--- config.mk ---
export PLATFORM = sky130hd
export DESIGN_NAME = seg7_scan_ctrl_flat
export DESIGN_NICKNAME = d
export VERILOG_FILES = /design/src/rtl/seg7_scan_ctrl_pkg.sv /design/src/rtl/seg7_scan_ctrl_if.sv /design/src/rtl/seg7_scan_ctrl_dec.sv /design/src/rtl/seg7_scan_ctrl.sv /design/src/flat_wrapper.sv
export SDC_FILE = /design/constraint.sdc
export NUM_CORES = 1
export LEC_CHECK = 0
export BUFFER_PORTS_ARGS = -buffer_cell sky130_fd_sc_hd__buf_2
export CORE_MARGIN = 2
export CORE_UTILIZATION = 25
export CTS_BUF_LIST = sky130_fd_sc_hd__clkbuf_8
export DETAILED_ROUTE_END_ITERATION = 10
export SLEW_MARGIN = 20
export SYNTH_ARGS = -nofsm -noshare
export SYNTH_HDL_FRONTEND = slang
export SYNTH_SLANG_ARGS = --single-unit
export TNS_END_PERCENT = 100
--- constraint.sdc ---
create_clock -name clk -period 7.8 [get_ports clk]
set_input_delay 1.56 -clock clk [delete_from_list [all_inputs] [get_ports clk]]
set_output_delay 1.56 -clock clk [all_outputs]
set_load 0.01 [all_outputs]
--- src/rtl/seg7_scan_ctrl_pkg.sv ---
// seg7_scan_ctrl_pkg
//   Shared definitions for the 7-segment scan controller: FSM state
//   encoding and segment patterns (bit order g f e d c b a, active high).
//   Imported by the decoder and the scan controller top.
package seg7_scan_ctrl_pkg;

  typedef enum logic [1:0] {
    ST_IDLE  = 2'd0,
    ST_BLANK = 2'd1,
    ST_SHOW  = 2'd2
  } scan_state_e;

  localparam logic [6:0] SEG_0     = 7'h3F;
  localparam logic [6:0] SEG_1     = 7'h06;
  localparam logic [6:0] SEG_2     = 7'h5B;
  localparam logic [6:0] SEG_3     = 7'h4F;
  localparam logic [6:0] SEG_4     = 7'h66;
  localparam logic [6:0] SEG_5     = 7'h6D;
  localparam logic [6:0] SEG_6     = 7'h7D;
  localparam logic [6:0] SEG_7     = 7'h07;
  localparam logic [6:0] SEG_8     = 7'h7F;
  localparam logic [6:0] SEG_9     = 7'h6F;
  localparam logic [6:0] SEG_BLANK = 7'h00;

  // Hex letters used by the shared decoder; the scan controller never
  // shows them, but the decoder is a general-purpose block.
  localparam logic [6:0] SEG_HA = 7'h77;
  localparam logic [6:0] SEG_HB = 7'h7C;
  localparam logic [6:0] SEG_HC = 7'h39;
  localparam logic [6:0] SEG_HD = 7'h5E;
  localparam logic [6:0] SEG_HE = 7'h79;
  localparam logic [6:0] SEG_HF = 7'h71;

  function automatic logic is_bcd(input logic [3:0] nib);
    return nib <= 4'd9;
  endfunction

endpackage

--- src/rtl/seg7_scan_ctrl_if.sv ---
// seg7_scan_ctrl_if
//   Bundle between a display host and the scan controller.
//   Host -> controller : enable, dwell_cycles, digits_bcd, dp_mask
//   Controller -> host : seg_out, dp_out, digit_sel, frame_done
//   master = host side, slave = scan controller side.
interface seg7_scan_ctrl_if #(
  parameter int NUM_DIGITS = 4,
  parameter int DWELL_W    = 16
);
  logic                    enable;
  logic [DWELL_W-1:0]      dwell_cycles;
  logic [4*NUM_DIGITS-1:0] digits_bcd;
  logic [NUM_DIGITS-1:0]   dp_mask;
  logic [6:0]              seg_out;
  logic                    dp_out;
  logic [NUM_DIGITS-1:0]   digit_sel;
  logic                    frame_done;

  modport master (
    output enable, dwell_cycles, digits_bcd, dp_mask,
    input  seg_out, dp_out, digit_sel, frame_done
  );

  modport slave (
    input  enable, dwell_cycles, digits_bcd, dp_mask,
    output seg_out, dp_out, digit_sel, frame_done
  );
endinterface

--- src/rtl/seg7_scan_ctrl_dec.sv ---
// seg7_scan_ctrl_dec
//   Combinational hex-to-7-segment decoder.
//   nib_i : 4-bit value
//   seg_o : segments g..a, active high
module seg7_scan_ctrl_dec
  import seg7_scan_ctrl_pkg::*;
(
  input  logic [3:0] nib_i,
  output logic [6:0] seg_o
);

  always_comb begin
    seg_o = SEG_BLANK;
    case (nib_i)
      4'h0: seg_o = SEG_0;
      4'h1: seg_o = SEG_1;
      4'h2: seg_o = SEG_2;
      4'h3: seg_o = SEG_3;
      4'h4: seg_o = SEG_4;
      4'h5: seg_o = SEG_5;
      4'h6: seg_o = SEG_6;
      4'h7: seg_o = SEG_7;
      4'h8: seg_o = SEG_8;
      4'h9: seg_o = SEG_9;
      4'hA: seg_o = SEG_HA;
      4'hB: seg_o = SEG_HB;
      4'hC: seg_o = SEG_HC;
      4'hD: seg_o = SEG_HD;
      4'hE: seg_o = SEG_HE;
      4'hF: seg_o = SEG_HF;
      default: seg_o = SEG_BLANK;
    endcase
  end

endmodule

--- src/rtl/seg7_scan_ctrl.sv ---
// seg7_scan_ctrl
//   Time-multiplexed scan controller for a NUM_DIGITS 7-segment display.
//   One decoder is shared by all digits; a blank gap of BLANK_CYCLES is
//   inserted between digits to avoid ghosting.
//   Ports:
//     clk   : clock
//     reset : synchronous, active-high reset
//     bus   : seg7_scan_ctrl_if.slave (enable, dwell_cycles, digits_bcd,
//             dp_mask in; seg_out, dp_out, digit_sel, frame_done out)
//   Build option SEG7_LZB_EN: leading-zero blanking of digits above digit 0.
//
//   state    | meaning
//   ST_IDLE  | scan stopped, display dark
//   ST_BLANK | all digits off for BLANK_CYCLES between digits
//   ST_SHOW  | digit idx lit for max(dwell_cycles,1) cycles
module seg7_scan_ctrl
  import seg7_scan_ctrl_pkg::*;
#(
  parameter int NUM_DIGITS   = 4,
  parameter int DWELL_W      = 16,
  parameter int BLANK_CYCLES = 2
) (
  input  logic             clk,
  input  logic             reset,
  seg7_scan_ctrl_if.slave  bus
);

  localparam int IDX_W = $clog2(NUM_DIGITS);
  localparam int BLK_W = $clog2(BLANK_CYCLES + 1);
  localparam int CNT_W = (DWELL_W > BLK_W) ? DWELL_W : BLK_W;
  localparam logic [CNT_W-1:0] BLANK_LOAD = CNT_W'(BLANK_CYCLES - 1);
  localparam logic [IDX_W-1:0] LAST_IDX   = IDX_W'(NUM_DIGITS - 1);

  scan_state_e           state_q, state_d;
  logic [IDX_W-1:0]      idx_q, idx_d;
  logic [CNT_W-1:0]      cnt_q, cnt_d;
  logic [6:0]            seg_q, seg_d;
  logic                  dp_q, dp_d;
  logic [NUM_DIGITS-1:0] sel_q, sel_d;
  logic                  fd_q, fd_d;

  logic [CNT_W-1:0]      dwell_load;
  logic [3:0]            snap_nib;
  logic                  snap_dp;
  logic [6:0]            dec_seg;
  logic [6:0]            valid_seg;
  logic [6:0]            show_seg;

  // Zero dwell runs as a single cycle.
  assign dwell_load = (bus.dwell_cycles == '0) ? '0
                    : CNT_W'(bus.dwell_cycles - DWELL_W'(1));

  // Nibble and decimal point of the digit about to be shown; only
  // consumed on the BLANK->SHOW edge, which makes them the snapshot.
  always_comb begin
    snap_nib = 4'd0;
    snap_dp  = 1'b0;
    for (int i = 0; i < NUM_DIGITS; i++) begin
      if (idx_q == IDX_W'(i)) begin
        snap_nib = bus.digits_bcd[4*i +: 4];
        snap_dp  = bus.dp_mask[i];
      end
    end
  end

  seg7_scan_ctrl_dec u_dec (
    .nib_i (snap_nib),
    .seg_o (dec_seg)
  );

  // The shared decoder renders hex letters; non-BCD codes stay dark here.
  assign valid_seg = is_bcd(snap_nib) ? dec_seg : SEG_BLANK;

`ifdef SEG7_LZB_EN
  logic lz_blank;

  // Blank when this digit and all digits above it are zero; digit 0 is
  // never blanked so a value of 0 still shows "0".
  always_comb begin
    lz_blank = (idx_q != '0);
    for (int j = 0; j < NUM_DIGITS; j++) begin
      if (j >= int'(idx_q) && bus.digits_bcd[4*j +: 4] != 4'd0) begin
        lz_blank = 1'b0;
      end
    end
  end

  assign show_seg = lz_blank ? SEG_BLANK : valid_seg;
`else
  assign show_seg = valid_seg;
`endif

  // Outputs are computed alongside the next state so digit_sel, seg_out
  // and dp_out all switch on the same edge as the state register.
  always_comb begin
    state_d = state_q;
    idx_d   = idx_q;
    cnt_d   = cnt_q;
    seg_d   = seg_q;
    dp_d    = dp_q;
    sel_d   = sel_q;
    fd_d    = 1'b0;

    if (!bus.enable) begin
      state_d = ST_IDLE;
      idx_d   = '0;
      cnt_d   = '0;
      seg_d   = SEG_BLANK;
      dp_d    = 1'b0;
      sel_d   = '0;
    end else begin
      case (state_q)
        ST_IDLE: begin
          state_d = ST_BLANK;
          idx_d   = '0;
          cnt_d   = BLANK_LOAD;
          seg_d   = SEG_BLANK;
          dp_d    = 1'b0;
          sel_d   = '0;
        end
        ST_BLANK: begin
          if (cnt_q == '0) begin
            state_d = ST_SHOW;
            cnt_d   = dwell_load;
            sel_d   = NUM_DIGITS'(1) << idx_q;
            seg_d   = show_seg;
            dp_d    = snap_dp;
          end else begin
            cnt_d = cnt_q - CNT_W'(1);
          end
        end
        ST_SHOW: begin
          if (cnt_q == '0) begin
            state_d = ST_BLANK;
            cnt_d   = BLANK_LOAD;
            seg_d   = SEG_BLANK;
            dp_d    = 1'b0;
            sel_d   = '0;
            if (idx_q == LAST_IDX) begin
              idx_d = '0;
              fd_d  = 1'b1;
            end else begin
              idx_d = idx_q + IDX_W'(1);
            end
          end else begin
            cnt_d = cnt_q - CNT_W'(1);
          end
        end
        default: begin
          state_d = ST_IDLE;
          idx_d   = '0;
          cnt_d   = '0;
          seg_d   = SEG_BLANK;
          dp_d    = 1'b0;
          sel_d   = '0;
        end
      endcase
    end
  end

  always_ff @(posedge clk) begin
    if (reset) begin
      state_q <= ST_IDLE;
      idx_q   <= '0;
      cnt_q   <= '0;
      seg_q   <= SEG_BLANK;
      dp_q    <= 1'b0;
      sel_q   <= '0;
      fd_q    <= 1'b0;
    end else begin
      state_q <= state_d;
      idx_q   <= idx_d;
      cnt_q   <= cnt_d;
      seg_q   <= seg_d;
      dp_q    <= dp_d;
      sel_q   <= sel_d;
      fd_q    <= fd_d;
    end
  end

  assign bus.seg_out    = seg_q;
  assign bus.dp_out     = dp_q;
  assign bus.digit_sel  = sel_q;
  assign bus.frame_done = fd_q;

endmodule

--- src/flat_wrapper.sv ---
// flat-port wrapper written by rule: the top's interface ports become plain ports
module seg7_scan_ctrl_flat import seg7_scan_ctrl_pkg::*;
#(
  parameter int NUM_DIGITS   = 4,
  parameter int DWELL_W      = 16,
  parameter int BLANK_CYCLES = 2
)
  (clk, reset, bus_enable, bus_dwell_cycles, bus_digits_bcd, bus_dp_mask, bus_seg_out, bus_dp_out, bus_digit_sel, bus_frame_done);
  seg7_scan_ctrl_if #(.NUM_DIGITS(NUM_DIGITS), .DWELL_W(DWELL_W)) bus_i ();
  input  logic clk;
  input  logic reset;
  input wire logic [$bits(bus_i.enable)-1:0] bus_enable;
  input wire logic [$bits(bus_i.dwell_cycles)-1:0] bus_dwell_cycles;
  input wire logic [$bits(bus_i.digits_bcd)-1:0] bus_digits_bcd;
  input wire logic [$bits(bus_i.dp_mask)-1:0] bus_dp_mask;
  output wire logic [$bits(bus_i.seg_out)-1:0] bus_seg_out;
  output wire logic [$bits(bus_i.dp_out)-1:0] bus_dp_out;
  output wire logic [$bits(bus_i.digit_sel)-1:0] bus_digit_sel;
  output wire logic [$bits(bus_i.frame_done)-1:0] bus_frame_done;
  assign bus_i.enable = bus_enable;
  assign bus_i.dwell_cycles = bus_dwell_cycles;
  assign bus_i.digits_bcd = bus_digits_bcd;
  assign bus_i.dp_mask = bus_dp_mask;
  assign bus_seg_out = bus_i.seg_out;
  assign bus_dp_out = bus_i.dp_out;
  assign bus_digit_sel = bus_i.digit_sel;
  assign bus_frame_done = bus_i.frame_done;
  seg7_scan_ctrl #(.NUM_DIGITS(NUM_DIGITS), .DWELL_W(DWELL_W), .BLANK_CYCLES(BLANK_CYCLES)) u_core (.clk(clk), .reset(reset), .bus(bus_i));
endmodule
# Word-level counts from Yosys, hierarchy flattened
# Memory sizes are Yosys's and may differ from the RTL's.
# Cells that the tools add are included.
# W data, S select, Z words.
word_totals:
  word_cells: 61
  inputBits: 39
  mem_bits_ro: 112
  output_inout_bits: 13
  n_memories: 1
  regBits: 33
mem_list:
  columns: ["memory", "words", "width", "read_ports", "rd_clocked_by_memory_dff", "wr", "line_no", "text"]
  rows:
  - ["(no name shown)", 16, 7, 1, 0, 0, "seg7_scan_ctrl_dec.sv:14", "case (nib_i)"]
op_classes:
  bitwise_logic: 4
  reduce_logical: 8
  add_sub_neg: 3
  shift: 1
  n_eq_ne: 7
  mux: 29
  order_cmp: 1
op_table:
  columns: ["cell", "n"]
  rows:
  - ["$mux W16", 3]
  - ["$pmux W16 S3", 1]
  - ["$logic_not A16 Y1", 2]
  - ["$sub A16 B1 Y16 const B", 2]
  - ["$mux W4", 6]
  - ["$mux W7", 3]
  - ["$pmux W7 S2", 1]
  - ["$mux W2", 4]
  - ["$pmux W4 S2", 1]
  - ["$mux W1", 7]
  - ["$eq A2 B2 Y1 const B", 3]
  - ["$pmux W2 S3", 1]
  - ["$eq A2 B1 Y1 const B", 2]
  - ["$le A4 B4 Y1 const B", 1]
  - ["$logic_not A2 Y1", 2]
  - ["$ne A2 B1 Y1 const B", 2]
  - ["$not A1 Y1", 4]
  - ["$pmux W2 S2", 1]
  - ["$reduce_and A2 Y1", 2]
  - ["$reduce_or A4 Y1", 1]
  - ["$shl A1 B2 Y4 const A", 1]
  - ["$add A2 B1 Y2 const B", 1]
  - ["$pmux W1 S2", 1]
  - ["$reduce_or A2 Y1", 1]

# Logic depth before layout (Yosys ltp)
logic_depth:
  ltp_word: 9
  depth_mapped: 12
  ltp_nobuf: 12

# Cells and area by module
# A second synthesis with hierarchy kept.
hier_totals:
  hier_cells: 279
  area_unflattened_um2: 2404.8
by_module_without_submodules:
  columns: ["module", "cells_each", "area_each_um2", "seq_area_each_um2", "instances"]
  rows:
  - ["seg7_scan_ctrl", 246, 2122.0, 660.6, 1]
  - ["seg7_scan_ctrl_dec", 33, 282.8, 0.0, 1]

# Worst setup path after synthesis
# No wires, ideal clock.
synth_timing:
  path_type: "input to register"
  start: "input port bus_digits_bcd[4]"
  end: "register u_core.seg_q[3], in the netlist u_core.bus.seg_out[3]"
  stages: 9
  setup_ns: 0.122
  setup_slack_ns: 4.475
  required_time_ns: 7.678
  path_buffers: 0
  arrival_ns: 3.203
  path_cell_list: "a211oi_1 -> a221oi_1 -> inv_1 -> ha_1 -> nor2_1 -> nor2_1 -> nor3_1 -> a2111oi_4 -> a221o_1"
synth_between:
  elab_chain_len: 7
  word_cells_on_any_way: 8
  classes_between: "1 x order compare; 6 x mux; 1 x memory"
synth_rtl:
  columns: ["element", "line_no", "text"]
  rows:
  - ["start: declaration", "flat_wrapper.sv:14", "input wire logic [$bits(bus_i.digits_bcd)-1:0] bus_digits_bcd;"]
  - ["$mux W4 (*) (3 in series)", "seg7_scan_ctrl.sv:59", "if (idx_q == IDX_W'(i)) begin"]
  - ["$mem_v2 Z16 W7 or $le A4 B4 Y1 (tied branches)", null, null]
  - ["$mux W7 (*)", "seg7_scan_ctrl.sv:72", "assign valid_seg = is_bcd(snap_nib) ? dec_seg : SEG_BLANK;"]
  - ["$mux W7 (*)", "seg7_scan_ctrl.sv:122", "if (cnt_q == '0) begin"]
  - ["$pmux W7 S2 (*)", "seg7_scan_ctrl.sv:112", "case (state_q)"]
  - ["end signal: assignment", "seg7_scan_ctrl.sv:174", "seg_q <= seg_d;"]
  - ["end: declaration", "seg7_scan_ctrl.sv:37", "logic [6:0] seg_q, seg_d;"]
# Mark *: on every way between the ends. The rest lies on a longest branch, timed or not. The select of a mux whose other input is x is not followed.
# A chain may end at the register's enable or synchronous reset.

# Worst setup path in the final report
# Same ends and word-level chain as after synthesis.

==> impl_results.md <==
- Top cell type's share of synthesized area: 0.281
- Synth warnings: 0
- Commonest non-fill, non-tap cell in the layout: buf_2
- Most used cell, CP: nor2_1
- Final instance area: 0.00281 mm^2
- Vias: 2234
- Status: finished, final reports clean
- Filler instances: 976
- Cell taking the most area after synthesis: dfxtp_1
- Iter 0 DRT Violations: 116
- F_max: 0.288 GHz
- Post-Synthesis Cell Area: 0.00235 mm^2
- Yosys reg bits: 33
- Largest net degree at the start of global routing: 14
- Setup Fix Bufs, Post-CTS: 0
- Die Height: 101 um
- Core ar.: 0.00920 mm^2
- Fin. Hold Viols: 0
- Dpl cell area: 0.00271 mm^2
- Full die area: 0.0102 mm^2
- Post-route ant nets: 0
- Pwr dens: 183 mW/mm^2
- Clock power share: 0.275
- Unrepaired setup endpoints after global routing: false
- I/O Pins: 52
- Post_cts resized: 0
- Final WL: 5.97 mm
- Vias in the first global route: 2070
- PortBufs: 51
- Grt ovf: 0
- Num CTS Buffers: 5
- Max-slew violation count: 0
- DRT Pass-1 Iters: 4
- Clock Latency Late Sink: 0.28 ns
- Area grow syn2layout: 19.6%
- Initial antenna violation count: 0
- Startpoint Class: input pin
- Clock sink count: 33
- Yosys cell types: 58
- Synth Flop Type: dfxtp_1
- First-pass GRT wire length: 9.36 mm
- Worst setup EP type: register
- DP HPWL: 4.54 mm
- Switching share of power: 0.341
- Syn avg cell area: 8.43 um^2
- Internal Power: 0.000338 W
- Final worst-path cycle share: 0.445
- Most frequent cells in the layout: buf_2, dfxtp_1, nor2_1
- Max Cap Viol: 0
- Cell Rows: 35
- Rel. slew slack: 0.387
- Crit-path cells: buf_2, a211oi_1, a221oi_1, inv_1, ha_1, nor2_1, nor2_1, nor3_1, a2111oi_4, a221o_1
- Sequential fraction of the synthesis area: 0.281
- Leakage Power: 1.13 nW
- Initial Util: 0.256
- Share of total power in sequential cells: 0.365
- Setup violators final: 0
- Sw power: 0.000175 W
- Max incr delay on CP: 0.59 ns
- Most area-consuming cells after synthesis: dfxtp_1, ha_1, xnor2_1, nor2_1, nand2_1
- Overall die width: 101 um
- Post-Synthesis Cells: 279
- CTS root buffer: clkbuf_8
- WS Path Type: in -> reg
- Worst EP arrival: 3.64 ns
- Combinational power share: 0.359
- Reg2Reg Setup Slack: 4.75 ns
- Number of flops mapped to enable cells by yosys: 0
- N_diodes: 0
- H-tree lvl count: 2
- Setup Skew: 0.00888 ns
- Share of layout cells above drive strength 1: 0.245
- Slew @ Worst Pin: 0.918 ns
- Bufs on Longest Clock Path: 2
- CTS tree: done
- Worst EP required: 7.97 ns
- Final TNS setup: 0 ns
- Total GRT Usage: 0.115
- Worst-path fanout max: 5
- Fin nets: 381
- HP Class: reg -> reg
- Slowest CP cell: a221oi_1
- Per-cell routed wire length: 13.5 um
- Net Count, Synth: 331
- VDD IR max: 0.0644 mV
- Hold_buf cts: 0
- Async S/R FF share, synth: 0
- Top delay family on crit path: compound AO/OA/AOI/OAI gates
- Remaining DRCs: 0
- Clk slew on worst S/H paths: 0.07 ns
- Period minus WS final: 3.47 ns
- Critical path buffers and inverters: 2
- Via density: 5.07
- Gpl congestion: 0.812
-- power groups by stage --
stage / Clock (W) / Sequential, W / Combinational (W)
after floorplan: 0 / 0.000189 / 0.000141
after global placement: 0 / 0.000191 / 0.000182
after detailed placement: 0 / 0.000191 / 0.000182
after CTS: 0.000145 / 0.000188 / 0.000184
after global routing: 0.000151 / 0.000189 / 0.000204
final: 0.000141 / 0.000188 / 0.000185
-- metal layers --
layer  global-route usage  wire, um
met5                    0         0
met4               0.0301        43
met2                0.212      3080
met3               0.0298       218
met1                0.130      2620
-- worst reg2reg max path, delay by kind of cell (launching register included) --
| family | cells | cell delay, ns |
|---|---|---|
| compound gates | 3 | 0.90 |
| simple gates | 4 | 0.70 |
| fa+ha+maj | 2 | 0.62 |
| flops | 1 | 0.41 |
| buf+inv | 2 | 0.32 |
-- state kept, by name, indices dropped and copies added (netlist names) --
signal,count
u_core.cnt_q,16
u_core.bus.dp_out,1
u_core.bus.digit_sel,4
u_core.idx_q,2
u_core.bus.seg_out,7
u_core.bus.frame_done,1
u_core.state_q,2
-- layout make-up --
cell class / count / area (um^2) / area share
clock buffer: 7 / 96.3 / 0.0343
clock inverter: 1 / 5.00 / 0.00178
inverter: 14 / 52.6 / 0.0187
multi-input combinational: 223 / 1600 / 0.567
sequential: 33 / 661 / 0.235
tap: 111 / 139 / 0.0494
timing repair buffer: 52 / 263 / 0.0935
-- synthesized netlist by cell type (2+ instances only) --
| cell | n |
|---|---|
| a211oi_1 | 3 |
| nor4b_1 | 4 |
| nand2b_1 | 5 |
| nor2_1 | 25 |
| o21ai_2 | 7 |
| a21o_1 | 3 |
| or4_1 | 3 |
| a22oi_1 | 10 |
| a21oi_1 | 11 |
| nor3_1 | 11 |
| nor2b_1 | 6 |
| nand4b_1 | 2 |
| inv_1 | 14 |
| nand4_1 | 6 |
| nor4_4 | 2 |
| dfxtp_1 | 33 |
| o22ai_1 | 4 |
| a211o_1 | 2 |
| nor4_1 | 3 |
| nand2_1 | 21 |
| or2_2 | 4 |
| xor2_1 | 7 |
| o211a_1 | 2 |
| a31oi_1 | 3 |
| clkbuf_1 | 7 |
| ha_1 | 13 |
| o21ai_0 | 6 |
| nand3b_1 | 4 |
| xnor2_1 | 17 |
| a22o_1 | 5 |
| or3_1 | 3 |
| nand3_1 | 5 |
| mux2i_1 | 3 |
-- per-stage QoR --
stage	total power (W)	hold WS (ns)	worst slack [ns]	instances	utilization
CTS	0.000517	0.469	4.34	441	0.306
detailed placement	0.000374	0.453	4.05	433	0.295
finish	0.000514	0.467	4.33	441	0.306
global route	0.000545	0.482	4.12	441	0.306
floorplan	0.000330	0.481	4.48	279	-
global placement	0.000373	0.443	4.16	433	0.295
-- final timing paths --
path	from	end	cells past startpoint
setup / recovery	bus_digits_bcd[4]	u_core.bus.seg_out[3]$_SDFFE_PP0P_	10
hold / removal	u_core.bus.seg_out[4]$_SDFFE_PP0P_	u_core.bus.seg_out[4]$_SDFFE_PP0P_	2
setup reg to reg	u_core.idx_q[1]$_SDFFE_PP0P_	u_core.bus.seg_out[3]$_SDFFE_PP0P_	11
hold reg to reg	u_core.bus.seg_out[4]$_SDFFE_PP0P_	u_core.bus.seg_out[4]$_SDFFE_PP0P_	2
-- cells by family after synthesis --
kind of cell,after synthesis,share of synthesized area
adder cells (fa/ha/maj),13,0.0692
AND/OR/NAND/NOR,114,0.283
buffers and inverters,23,0.0404
AO/OA/AOI/OAI,69,0.225
multiplexers,3,0.0128
flip-flops,33,0.281
XOR/XNOR,24,0.0894
Note: power is estimated with default switching activity, not from simulation.
